File: config.mk
export PLATFORM = sky130hd
export DESIGN_NAME = ntr_command_rx
export DESIGN_NICKNAME = d
export VERILOG_FILES = /design/src/rtl/ntr_command_rx_pkg.sv /design/src/rtl/ntr_command_rx_up_counter.sv /design/src/rtl/ntr_command_rx.sv
export SDC_FILE = /design/constraint.sdc
export NUM_CORES = 1
export LEC_CHECK = 0
export BUFFER_PORTS_ARGS = -buffer_cell sky130_fd_sc_hd__buf_2
export CAP_MARGIN = 25
export CORE_ASPECT_RATIO = 0.9
export CORE_UTILIZATION = 35
export CTS_CLUSTER_DIAMETER = 40
export DETAILED_ROUTE_END_ITERATION = 10
export GPL_ROUTABILITY_DRIVEN = 0
export MAX_ROUTING_LAYER = met4
export PLACE_DENSITY = 0.56
export SYNTH_ARGS = -nofsm -noshare
export SYNTH_HDL_FRONTEND = slang
export SYNTH_SLANG_ARGS = --single-unit
export TNS_END_PERCENT = 5
File: constraint.sdc
create_clock -name clk -period 1.8 [get_ports clk]
set_input_delay 0.36 -clock clk [delete_from_list [all_inputs] [get_ports clk]]
set_output_delay 0.36 -clock clk [all_outputs]
set_load 0.03 [all_outputs]
File: src/rtl/ntr_command_rx_pkg.sv
// Shared definitions for the NTR command receiver.
//   NTR_CMD_BYTES_MAX : widest command the bus can carry, in bytes
//   ntr_state_e       : receiver FSM states
//   ntr_align_cmd     : moves a right-justified command so its first byte sits in [63:56]
package ntr_command_rx_pkg;

    localparam int unsigned NTR_CMD_BYTES_MAX = 8;
    localparam int unsigned NTR_CMD_W         = 8 * NTR_CMD_BYTES_MAX;

    typedef enum logic [1:0] {
        StIdle = 2'd0,
        StCmd  = 2'd1,
        StResp = 2'd2
    } ntr_state_e;

    // The shadow register accumulates bytes from the bottom; a short command must be
    // shifted up so byte 0 lands in the top byte and the unused low bits read 0.
    function automatic logic [NTR_CMD_W-1:0] ntr_align_cmd(input logic [NTR_CMD_W-1:0] word,
                                                           input int unsigned nbytes);
        return word << (8 * (NTR_CMD_BYTES_MAX - nbytes));
    endfunction

endpackage

File: src/rtl/ntr_command_rx_up_counter.sv
// Byte index counter for the NTR command receiver.
//   clk    : clock
//   clr    : active-high synchronous clear (covers reset too)
//   inc    : advance by one; wraps to 0 after MAX-1
//   at_max : count currently equals MAX-1 (next strobe is the last byte)
module ntr_command_rx_up_counter #(
    parameter int unsigned WIDTH = 3,
    parameter int unsigned MAX   = 8
) (
    input  logic clk,
    input  logic clr,
    input  logic inc,
    output logic at_max
);

    logic [WIDTH-1:0] count_q;

    assign at_max = (count_q == WIDTH'(MAX - 1));

    always_ff @(posedge clk) begin
        if (clr) begin
            count_q <= '0;
        end else if (inc) begin
            count_q <= at_max ? '0 : count_q + WIDTH'(1);
        end
    end

endmodule

File: src/rtl/ntr_command_rx.sv
// NTR cartridge bus command receiver.
// Captures the CMD_BYTES-byte command at the start of each chip-select window and
// hands it to the decoder as one 64-bit word with a valid/ack handshake.
//   clk, rst_n : clock, synchronous active-low reset
//   cs         : chip select (window open)
//   en, data_in: byte strobe and bus byte
//   cmd        : captured command, first byte in [63:56]
//   cmd_valid  : cmd holds an unacknowledged command; cmd_ack takes it
//   busy       : FSM is in CMD or RESP
//   aborted    : one-cycle pulse when cs drops mid-command
//   overrun    : sticky, a completed command was dropped because cmd_valid was high
import ntr_command_rx_pkg::*;

module ntr_command_rx #(
    parameter int unsigned CMD_BYTES = 8
) (
    input  logic        clk,
    input  logic        rst_n,
    input  logic        cs,
    input  logic        en,
    input  logic [7:0]  data_in,
    output logic [63:0] cmd,
    output logic        cmd_valid,
    input  logic        cmd_ack,
    output logic        busy,
    output logic        aborted,
    output logic        overrun
);

    ntr_state_e  state_q, state_d;
    logic [63:0] shadow_q, shadow_next;
    logic [63:0] cmd_q;
    logic        cmd_valid_q, aborted_q, overrun_q;

    logic        at_last;
    logic        cnt_inc, cnt_clr, exit_cmd;
    logic        shift_en, commit, abort_d;

    assign shadow_next = {shadow_q[55:0], data_in};

    always_comb begin
        state_d  = state_q;
        cnt_inc  = 1'b0;
        exit_cmd = 1'b0;
        shift_en = 1'b0;
        commit   = 1'b0;
        abort_d  = 1'b0;
        unique case (state_q)
            StIdle: begin
                if (cs) begin
                    state_d = StCmd;
                    cnt_inc = en; // byte 0 may arrive on the opening cycle
                end
            end
            StCmd: begin
                // cs loss wins over a strobe in the same cycle
                if (!cs) begin
                    state_d  = StIdle;
                    exit_cmd = 1'b1;
                    abort_d  = 1'b1;
                end else if (en) begin
                    shift_en = 1'b1;
                    if (at_last) begin
                        state_d  = StResp;
                        exit_cmd = 1'b1;
                        commit   = 1'b1;
                    end else begin
                        cnt_inc = 1'b1;
                    end
                end
            end
            StResp: begin
                if (!cs) begin
                    state_d = StIdle;
                end
            end
            default: state_d = StIdle;
        endcase
    end

    assign cnt_clr = !rst_n || exit_cmd;

    ntr_command_rx_up_counter #(
        .WIDTH(3),
        .MAX  (CMD_BYTES)
    ) u_byte_idx (
        .clk   (clk),
        .clr   (cnt_clr),
        .inc   (cnt_inc),
        .at_max(at_last)
    );

    always_ff @(posedge clk) begin
        if (!rst_n) begin
            state_q  <= StIdle;
            shadow_q <= '0;
        end else begin
            state_q <= state_d;
            if (state_q == StIdle) begin
                shadow_q <= (cs && en) ? {56'b0, data_in} : '0;
            end else if (shift_en) begin
                shadow_q <= shadow_next;
            end
        end
    end

    always_ff @(posedge clk) begin
        if (!rst_n) begin
            cmd_q       <= '0;
            cmd_valid_q <= 1'b0;
            aborted_q   <= 1'b0;
            overrun_q   <= 1'b0;
        end else begin
            aborted_q <= abort_d;
            if (commit) begin
                // An ack in the commit cycle frees the slot for the new command.
                if (!cmd_valid_q || cmd_ack) begin
                    cmd_q       <= ntr_align_cmd(shadow_next, CMD_BYTES);
                    cmd_valid_q <= 1'b1;
                end else begin
                    overrun_q <= 1'b1;
                end
            end else if (cmd_ack) begin
                cmd_valid_q <= 1'b0;
            end
        end
    end

    assign cmd       = cmd_q;
    assign cmd_valid = cmd_valid_q;
    assign aborted   = aborted_q;
    assign overrun   = overrun_q;
    assign busy      = (state_q != StIdle);

endmodule

==> results of run 1 <==
logic make-up after synthesis:
group | Yosys count
DFF | 128
adders and majority gates | 3
buffers and inverters | 49
and+or+nand+nor | 202
muxes | 64
AOI/OAI and AO/OA | 125
power by group through the flow:
stage	Sequential, mW	Combinational (mW)	Clock [mW]
finish	2.85	0.181	3.06
global route	2.85	0.200	3.27
CTS	2.85	0.183	3.14
detailed placement	2.91	0.182	0
global placement	2.91	0.180	0
floorplan	2.91	0.115	0
sequential cells by signal, summed over array words and instances, names as in the netlist:
register and flops:
state_q 2, cmd_valid 1, overrun 1, aborted 1
cmd 64, shadow_q 56, u_byte_idx.count_q 3
cells in the mapped netlist (2+ instances only):
cell type,n
mux2i_1,64
clkbuf_1,37
buf_12,6
nand2b_1,2
a21boi_0,58
nand3b_1,2
dfxtp_1,128
o21ai_0,60
nor2b_1,3
nand2_1,186
a21oi_1,5
buf_2,2
ha_1,3
buf_6,2
stage by stage:
stage	total power [mW]	setup WS, ps	utilization (%)	TNS, ps	cells
6_report	6.09	47.7	44.2	0	842
4_1_cts	6.18	12.0	44.1	0	842
3_3_place_gp	3.09	127	40.0	0	810
5_1_grt	6.32	-0.513	44.2	-0.513	842
3_5_place_dp	3.10	-29.1	40.0	-42.9	810
2_1_floorplan	3.03	277	-	0	571
worst max-delay path by stage:
stage                                startpoint       to  slack [ps]  cells after the start
after global placement    u_byte_idx.count_q[0]  cmd[41]         130                      6
after detailed placement  u_byte_idx.count_q[0]  cmd[12]         -30                      6
after global routing      u_byte_idx.count_q[0]  cmd[38]        -0.5                      7
after CTS                 u_byte_idx.count_q[0]  cmd[29]          10                      7
final                                state_q[1]     busy          50                      3
after floorplan           u_byte_idx.count_q[0]  cmd[10]         280                      7
routing by layer:
metal  GRT usage [%]  up-vias  wire (um)  part of all wire [%]
met4            5.35        0         55                  0.47
met3            5.55        2        534                   4.5
met5               -        -          0                     0
li1                -     2034          -                     -
met1            23.0     1897       6030                    51
met2            24.4       79       5160                    44
worst max-delay path, cell delays in order (launching register included):
cell	delay [ps]
dfxtp_2	310
buf_4	190
or2_2	300
buf_2	180
area by class of cell:
cell class	count	share of cell area, %
Clock buffer	23	7.32
Tap cell	193	3.86
Multi-Input combinational cell	394	36.8
Inverter	1	0.0600
Clock inverter	7	1.02
Sequential cell	128	41.0
Timing Repair Buffer	96	9.94
repair_timing:
action / in CTS / in global routing
pin swaps: 1 / 0
setup buffers: 1 / 0
hold buffers: 0 / 0
hold endpoints to repair: 0 / 0
endpoints found under the setup margin: 27 / 62
gates cloned: 1 / 0
gates resized for setup: 1 / 5
==> flow_summary.json, run 1 <==
{
  "status": "completed",
  "worstReg2RegEnd": "cmd[62]",
  "via_count": 4012,
  "synth_top_family_by_area": "simple AND/OR/NAND/NOR gates",
  "wl_per_cell_um": 14.0,
  "synth-edff-count": 0,
  "holdCritStartpoint": "data_in[3]",
  "min_path_type": "in2reg",
  "yosysTopAreaCell": "dfxtp_1",
  "crit_path_end_kind": "output pin",
  "switching_power_mw": 1.28,
  "peakVddDrop_mv": 0.629,
  "clock_latency_ps": 410,
  "antenna_found_initial": 0,
  "min_period_over_period_pct": 97.3,
  "drive_gt1_share_pct": 19.9,
  "reg2reg_depth": 7,
  "drt-pass1-iter-count": 4,
  "dpl_cell_area_mm2": 0.00567,
  "portBuffers": 80,
  "max_freq_ghz": 0.571,
  "arrival_ps": 1390,
  "async_flop_share_pct": 0,
  "maxCapViolations": 0,
  "worst_r2r_startpoint": "u_byte_idx.count_q[0]",
  "finalHoldViolCount": 0,
  "fin_area_mm2": 0.00625,
  "drc": 0,
  "synth.distinct_cells": 27,
  "avgSynthCellArea_um2": 8.99,
  "p_comb_share_pct": 3.0,
  "syn_to_final_growth_pct": 21.9,
  "synth_compound_area_share_pct": 15.1,
  "synthesis.area_mm2": 0.00513,
  "final_cell_mix": "186 x nand2_1, 126 x dfxtp_1, 79 x buf_2",
  "syn_inst": 571,
  "finalNetCount": 654,
  "ios": 81,
  "fillers": 1421,
  "ys_top_cells_by_area": "dfxtp_1 50%, nand2_1 14%, mux2i_1 12%",
  "worstMarginPinSlew_ps": 525,
  "worstPathMaxFanout": 21,
  "synthesis.nets": 587,
  "vias_per_cell": 4.76,
  "synthMuxAreaShare_pct": 12.5,
  "leakagePower_nw": 2.25,
  "dieArea_mm2": 0.0152,
  "cts_tree": "built",
  "ant_nets": 0,
  "holdWs_ps": 214,
  "regToRegSetupSlack_ps": 130,
  "num_rows": 41,
  "switching_share_pct": 21.0,
  "rsz0062_at_grt": "yes",
  "yosys_register_bits": 128,
  "yosys.area_share.simple_pct": 15.9,
  "floorplan.initialDensity_pct": 36.2,
  "overflow": 0,
  "slew_viol_final": 0,
  "ys_seq_area_share_pct": 49.9,
  "drt_wl_total_um": 11800,
  "cts.path.max_buffers": 2,
  "yosysTopAreaCellShare_pct": 49.9,
  "power.internal_mw": 4.81,
  "max_slew_margin_pct": 65.0,
  "die_x_um": 130,
  "p_clk_share_pct": 50.2,
  "cts.sinks": 128,
  "synth_fa_ha_area_share_pct": 0.731,
  "grt_usage_pct": 17.2,
  "min_to": "cmd[3]",
  "finalSetupViolCount": 0,
  "synthXorXnorAreaFrac_pct": 0,
  "multi_input_area_mm2": 0.00230,
  "cp-start-kind": "register",
  "cts_max_level": 4,
  "drt-initial-drc-count": 315,
  "clk_pin_slew_ps": 50,
  "seq_power_share_pct": 46.8,
  "fin_crit_ps": 1750,
  "layout_commonest_cell": "nand2_1",
  "antennaDiodeCount": 0,
  "critical_path_class": "reg2out",
  "p_per_area_mw_per_mm2": 974,
  "cts_buffers": 17,
  "hold_path_depth": 3,
  "regArea_mm2": 0.00256,
  "dp_hpwl_um": 7530,
  "yosysWarnings": 0,
  "clockRootBuffer": "clkbuf_16",
  "coreArea_mm2": 0.0142,
  "grt_start_max_net_pins": 58,
  "synth_ff_type": "dfxtp_1",
  "grt_pass1_wl_um": 19600,
  "worst_clock_skew_ps": 9.20,
  "required_ps": 1440,
  "first_global_vias": 3902,
  "die_h_um": 117
}
(Power assumes the default switching activity.)
==> run 2, diff against run 1 <==
--- a/constraint.sdc
+++ b/constraint.sdc
@@ -3,2 +3,2 @@
 set_output_delay 0.36 -clock clk [all_outputs]
-set_load 0.03 [all_outputs]
+set_load 0.02 [all_outputs]
==> run 2 against run 1 <==
Net effect: final cell count down 0.12%; combinational power is 3% lower; clock skew increased by 18 ps; critical path depth grew 4; setup slack improved by 58 ps; routed wire length grew 1.2%; global-route usage shrank 0.13 points; register-to-register slack worse by 20 ps; critical path type is now reg2reg; non-clock buffer count shrank 2; sequential share of layout area decreased by 0.30 points.
==> flow_summary.json, run 2 (synthesis results as in run 1) <==
{
  "drt-initial-drc-count": 254,
  "leakagePower_nw": 2.27,
  "setup_slack_ps": 106,
  "dp_slack_ps": -36.0,
  "crit_path_end_kind": "register",
  "finish.utilization_pct": 44.5,
  "peakVddDrop_mv": 0.689,
  "multi_input_area_mm2": 0.00231,
  "grt_pass1_wl_um": 19000,
  "clk_pin_slew_ps": 50,
  "switching_power_mw": 1.29,
  "drt_wl_total_um": 11900,
  "seq_power_share_pct": 45.6,
  "overflow": 0,
  "cts_max_level": 4,
  "worst_r2r_startpoint": "u_byte_idx.count_q[1]",
  "regToRegSetupSlack_ps": 110,
  "drive_gt1_share_pct": 20.1,
  "drt-pass1-iter-count": 4,
  "max_slew_margin_pct": 64.8,
  "worstReg2RegEnd": "cmd[10]",
  "syn_to_final_growth_pct": 22.8,
  "final_cell_mix": "186 x nand2_1, 126 x dfxtp_1, 79 x buf_2",
  "finalHoldViolCount": 0,
  "cts.sinks": 128,
  "fin_crit_ps": 1690,
  "die_h_um": 117,
  "clock_latency_ps": 430,
  "portBuffers": 80,
  "via_count": 4012,
  "min_period_over_period_pct": 94.1,
  "p_per_area_mw_per_mm2": 993,
  "p_clk_share_pct": 51.6,
  "first_global_vias": 3775,
  "coreArea_mm2": 0.0142,
  "num_rows": 41,
  "clockRootBuffer": "clkbuf_16",
  "critical_path_class": "reg2reg",
  "min_path_type": "in2reg",
  "vias_per_cell": 4.77,
  "worstSetupStartpoint": "u_byte_idx.count_q[1]",
  "grt_start_max_net_pins": 84,
  "grt_usage_pct": 17.1,
  "p_comb_share_pct": 2.8,
  "worstPathMaxFanout": 12,
  "cp-start-kind": "register",
  "largest_reg_flops": 64,
  "antenna_found_initial": 0,
  "ant_nets": 0,
  "arrival_ps": 2050,
  "cts_hold_buf": 0,
  "cts.path.max_buffers": 2,
  "status": "completed",
  "floorplan.initialDensity_pct": 36.2,
  "die_x_um": 130,
  "ios": 81,
  "finalPower_mw": 6.26,
  "required_ps": 2160,
  "dp_hpwl_um": 7130,
  "worst_clock_skew_ps": 26.8,
  "finalNetCount": 652,
  "fillers": 1469,
  "layout_commonest_cell": "nand2_1",
  "cts_buffers": 17,
  "dieArea_mm2": 0.0152,
  "max_freq_ghz": 0.590,
  "regArea_mm2": 0.00256,
  "reg2reg_depth": 7,
  "drc": 0,
  "switching_share_pct": 20.7,
  "power.internal_mw": 4.97,
  "worstMarginPinSlew_ps": 528,
  "dpl_cell_area_mm2": 0.00564,
  "crit_end": "cmd[10]",
  "wl_per_cell_um": 14.2,
  "hold_path_depth": 3,
  "maxCapViolations": 0,
  "finalSetupViolCount": 0,
  "fin_area_mm2": 0.00630,
  "cts_tree": "built",
  "slew_viol_final": 0,
  "antennaDiodeCount": 0
}
[run 2: cell types whose count changed in the layout (fill, tap and decap cells not counted), sizes merged]
cell,previous run,this run
buf,96,93
bufbuf,0,1
clkinv,6,5
clkbuf,23,25
[run 2: per-layer routing]
| layer | part of all wire (%) | vias to the layer above | GRT usage, % |
|---|---|---|---|
| li1 | - | 2027 | - |
| met1 | 51 | 1900 | 22.6 |
| met2 | 43 | 75 | 23.5 |
| met3 | 4.8 | 10 | 5.09 |
| met4 | 1.1 | 0 | 8.22 |
| met5 | 0 | - | - |
[run 2: final cells by class]
cell class / count / share of cell area (%)
clock inverter: 6 / 0.874
tap: 193 / 3.83
multi-input combinational: 394 / 36.7
inverter: 1 / 0.0596
sequential: 128 / 40.7
timing repair buffer: 94 / 9.83
clock buffer: 25 / 8.02
[run 2: repair_timing]
action	CTS	global route
setup buffers	2	0
cloned	2	0
pin swaps	1	1
resized for setup	3	4
endpoints found under the setup margin	39	51
[run 2: through the flow]
step | TNS [ps] | cells | hold WS [ps]
final | 0 | 841 | 190
after global routing | -19.6 | 841 | 201
after CTS | 0 | 841 | 190
after detailed placement | -721 | 806 | 443
after global placement | 0 | 806 | 438
after floorplan | 0 | 571 | 435
[run 2: worst min-delay path by stage]
stage,slack (ps),startpoint,endpoint
finish,190,data_in[7],cmd[7]
global route,200,data_in[3],cmd[3]
CTS,190,data_in[7],cmd[7]
global placement,440,shadow_q[50],cmd[58]
floorplan,430,shadow_q[48],cmd[56]
detailed placement,440,cmd[43],cmd[43]
[run 2: power groups by stage]
stage,Sequential [mW],Combinational [mW],Clock (mW)
2_1_floorplan,2.91,0.114,0
3_3_place_gp,2.91,0.175,0
3_5_place_dp,2.91,0.176,0
4_1_cts,2.85,0.177,3.31
5_1_grt,2.85,0.195,3.43
6_report,2.86,0.176,3.23
[run 2: worst max-delay path: stages, from the launching register on]
cell       delay, ps
dfxtp_1          380
ha_4             180
ha_4             150
inv_1             80
nor3b_4          200
buf_6            160
bufbuf_16        300
mux2i_1          180
==> run 3, diff against run 2 <==
CORE_ASPECT_RATIO = 1.1   (was 0.9)
SLEW_MARGIN = 20   (was default)
==> run 3 against run 2 <==
Net effect: flip-flop and latch count stayed put; largest power group unchanged; total power is 9.7% higher; final cell count is 0.59% higher; core utilization is 0.78 points higher; via count is 0.80% higher; critical path type is now reg2out; routed wire length is 2.7% higher; global-route usage is 0.38 points lower; sequential share of layout area is 1.4 points lower; combinational power is 4% higher; register-to-register slack hardly changed.
==> flow_summary.json, run 3 (synthesis results as in run 1) <==
{
  "min_to": "cmd[2]",
  "cp-start-kind": "register",
  "required_ps": 1440,
  "vias_per_cell": 4.78,
  "min_path_type": "in2reg",
  "finish.utilization_pct": 45.3,
  "layout_commonest_cell": "nand2_1",
  "worstPathCellList": "buf_12, or2_2, buf_2",
  "cts_buffers": 17,
  "drive_gt1_share_pct": 21.1,
  "finalNetCount": 657,
  "cts_hold_buf": 0,
  "dp_slack_ps": -75.5,
  "arrival_ps": 1390,
  "slew_viol_final": 0,
  "cts.path.max_buffers": 2,
  "leakagePower_nw": 2.35,
  "clockRootBuffer": "clkbuf_16",
  "rsz0062_at_grt": "yes",
  "portBuffers": 80,
  "maxCapViolations": 0,
  "largest_reg_flops": 64,
  "fin_crit_ps": 1750,
  "seq_power_share_pct": 41.6,
  "crit_path_end_kind": "output pin",
  "ios": 81,
  "holdCritStartpoint": "data_in[2]",
  "p_per_area_mw_per_mm2": 1050,
  "finalSetupViolCount": 0,
  "switching_share_pct": 19.8,
  "first_global_vias": 3815,
  "peakVddDrop_mv": 0.539,
  "switching_power_mw": 1.36,
  "antenna_found_initial": 0,
  "p_clk_share_pct": 55.8,
  "final_cell_mix": "186 x nand2_1, 127 x dfxtp_1, 79 x buf_2",
  "crit_slowest_cell": "dfxtp_2",
  "worst_clock_skew_ps": 9.02,
  "critical_path_class": "reg2out",
  "drt-pass1-iter-count": 4,
  "reg2reg_depth": 7,
  "coreArea_mm2": 0.0144,
  "p_comb_share_pct": 2.7,
  "worstMarginPinSlew_ps": 535,
  "die_h_um": 129,
  "grt_pass1_wl_um": 19500,
  "worstPathMaxFanout": 62,
  "cts_tree": "built",
  "via_count": 4044,
  "dp_hpwl_um": 7230,
  "worst_r2r_startpoint": "u_byte_idx.count_q[0]",
  "drt_wl_total_um": 12200,
  "max_freq_ghz": 0.572,
  "wl_per_cell_um": 14.5,
  "max_slew_margin_pct": 64.3,
  "clock_latency_ps": 410,
  "dieArea_mm2": 0.0152,
  "die_x_um": 117,
  "drt-initial-drc-count": 268,
  "power.internal_mw": 5.51,
  "num_rows": 46,
  "overflow": 0,
  "antennaDiodeCount": 0,
  "floorplan.initialDensity_pct": 35.7,
  "hold_path_depth": 3,
  "min_period_over_period_pct": 97.2,
  "grt_start_max_net_pins": 63,
  "clk_pin_slew_ps": 60,
  "drc": 0,
  "grt_usage_pct": 16.7,
  "syn_to_final_growth_pct": 27.0,
  "cpPeakStageDelay_ps": 330,
  "finalHoldViolCount": 0,
  "cts.sinks": 128,
  "setup_slack_ps": 50.9,
  "status": "completed",
  "ant_nets": 0,
  "worstReg2RegEnd": "cmd[49]",
  "regToRegSetupSlack_ps": 110,
  "cts_max_level": 4
}
-- run 3: final cells by class --
| class | instances | area, um^2 |
|---|---|---|
| Sequential cell | 128 | 2560 |
| Timing Repair Buffer | 99 | 721 |
| Inverter | 1 | 3.75 |
| Fill cell | 1416 | 7870 |
| Tap cell | 192 | 240 |
| Clock buffer | 22 | 484 |
| Multi-Input combinational cell | 394 | 2320 |
| Clock inverter | 10 | 180 |
-- run 3: critical path: cells and delay by family (launching register included) --
kind,cells,cell delay (ps)
flops,1,330
simple gates,1,310
buf+inv,2,330
-- run 3: power groups by stage --
stage          clock (mW)  combinational [mW]  sequential (mW)
6_report             3.83               0.183             2.85
3_3_place_gp            0               0.180             2.91
3_5_place_dp            0               0.182             2.91
2_1_floorplan           0               0.114             2.91
4_1_cts              3.88               0.183             2.85
5_1_grt              4.02               0.203             2.85
-- run 3: how the worst max path moves through the flow --
| stage | start | cells past startpoint | endpoint |
|---|---|---|---|
| 2_1_floorplan | u_byte_idx.count_q[0] | 7 | cmd[10] |
| 3_3_place_gp | u_byte_idx.count_q[0] | 6 | cmd[27] |
| 3_5_place_dp | u_byte_idx.count_q[0] | 6 | cmd[49] |
| 4_1_cts | u_byte_idx.count_q[0] | 7 | cmd[49] |
| 5_1_grt | state_q[1] | 3 | busy |
| 6_report | state_q[1] | 3 | busy |
-- run 3: layer usage --
metal | wire length (um) | share of wire, % | GRT usage, % | up-vias
li1 | - | - | - | 2055
met1 | 5980 | 49 | 21.3 | 1902
met2 | 5640 | 46 | 25.1 | 77
met3 | 482 | 3.9 | 4.79 | 10
met4 | 146 | 1.2 | 5.88 | 0
met5 | 0 | 0 | - | -
-- run 3: metrics by stage --
step                      setup TNS [ps]  cell area, um^2  std cells  hold slack (ps)  power (mW)
after floorplan                        0             5130        571              435        3.03
after detailed placement           -1000             5660        809              445        3.10
after global placement                 0             5660        809              440        3.09
final                                  0             6520        846              208        6.86
after CTS                              0             6390        843              201        6.92
after global routing               -7.09             6520        846              205        7.08
-- run 3: repair_timing --
item	4_1_cts	5_1_grt
setup buffers	1	0
gates resized for setup	5	7
endpoints found under the setup margin	40	65
cloned	1	3
pin swaps	1	2
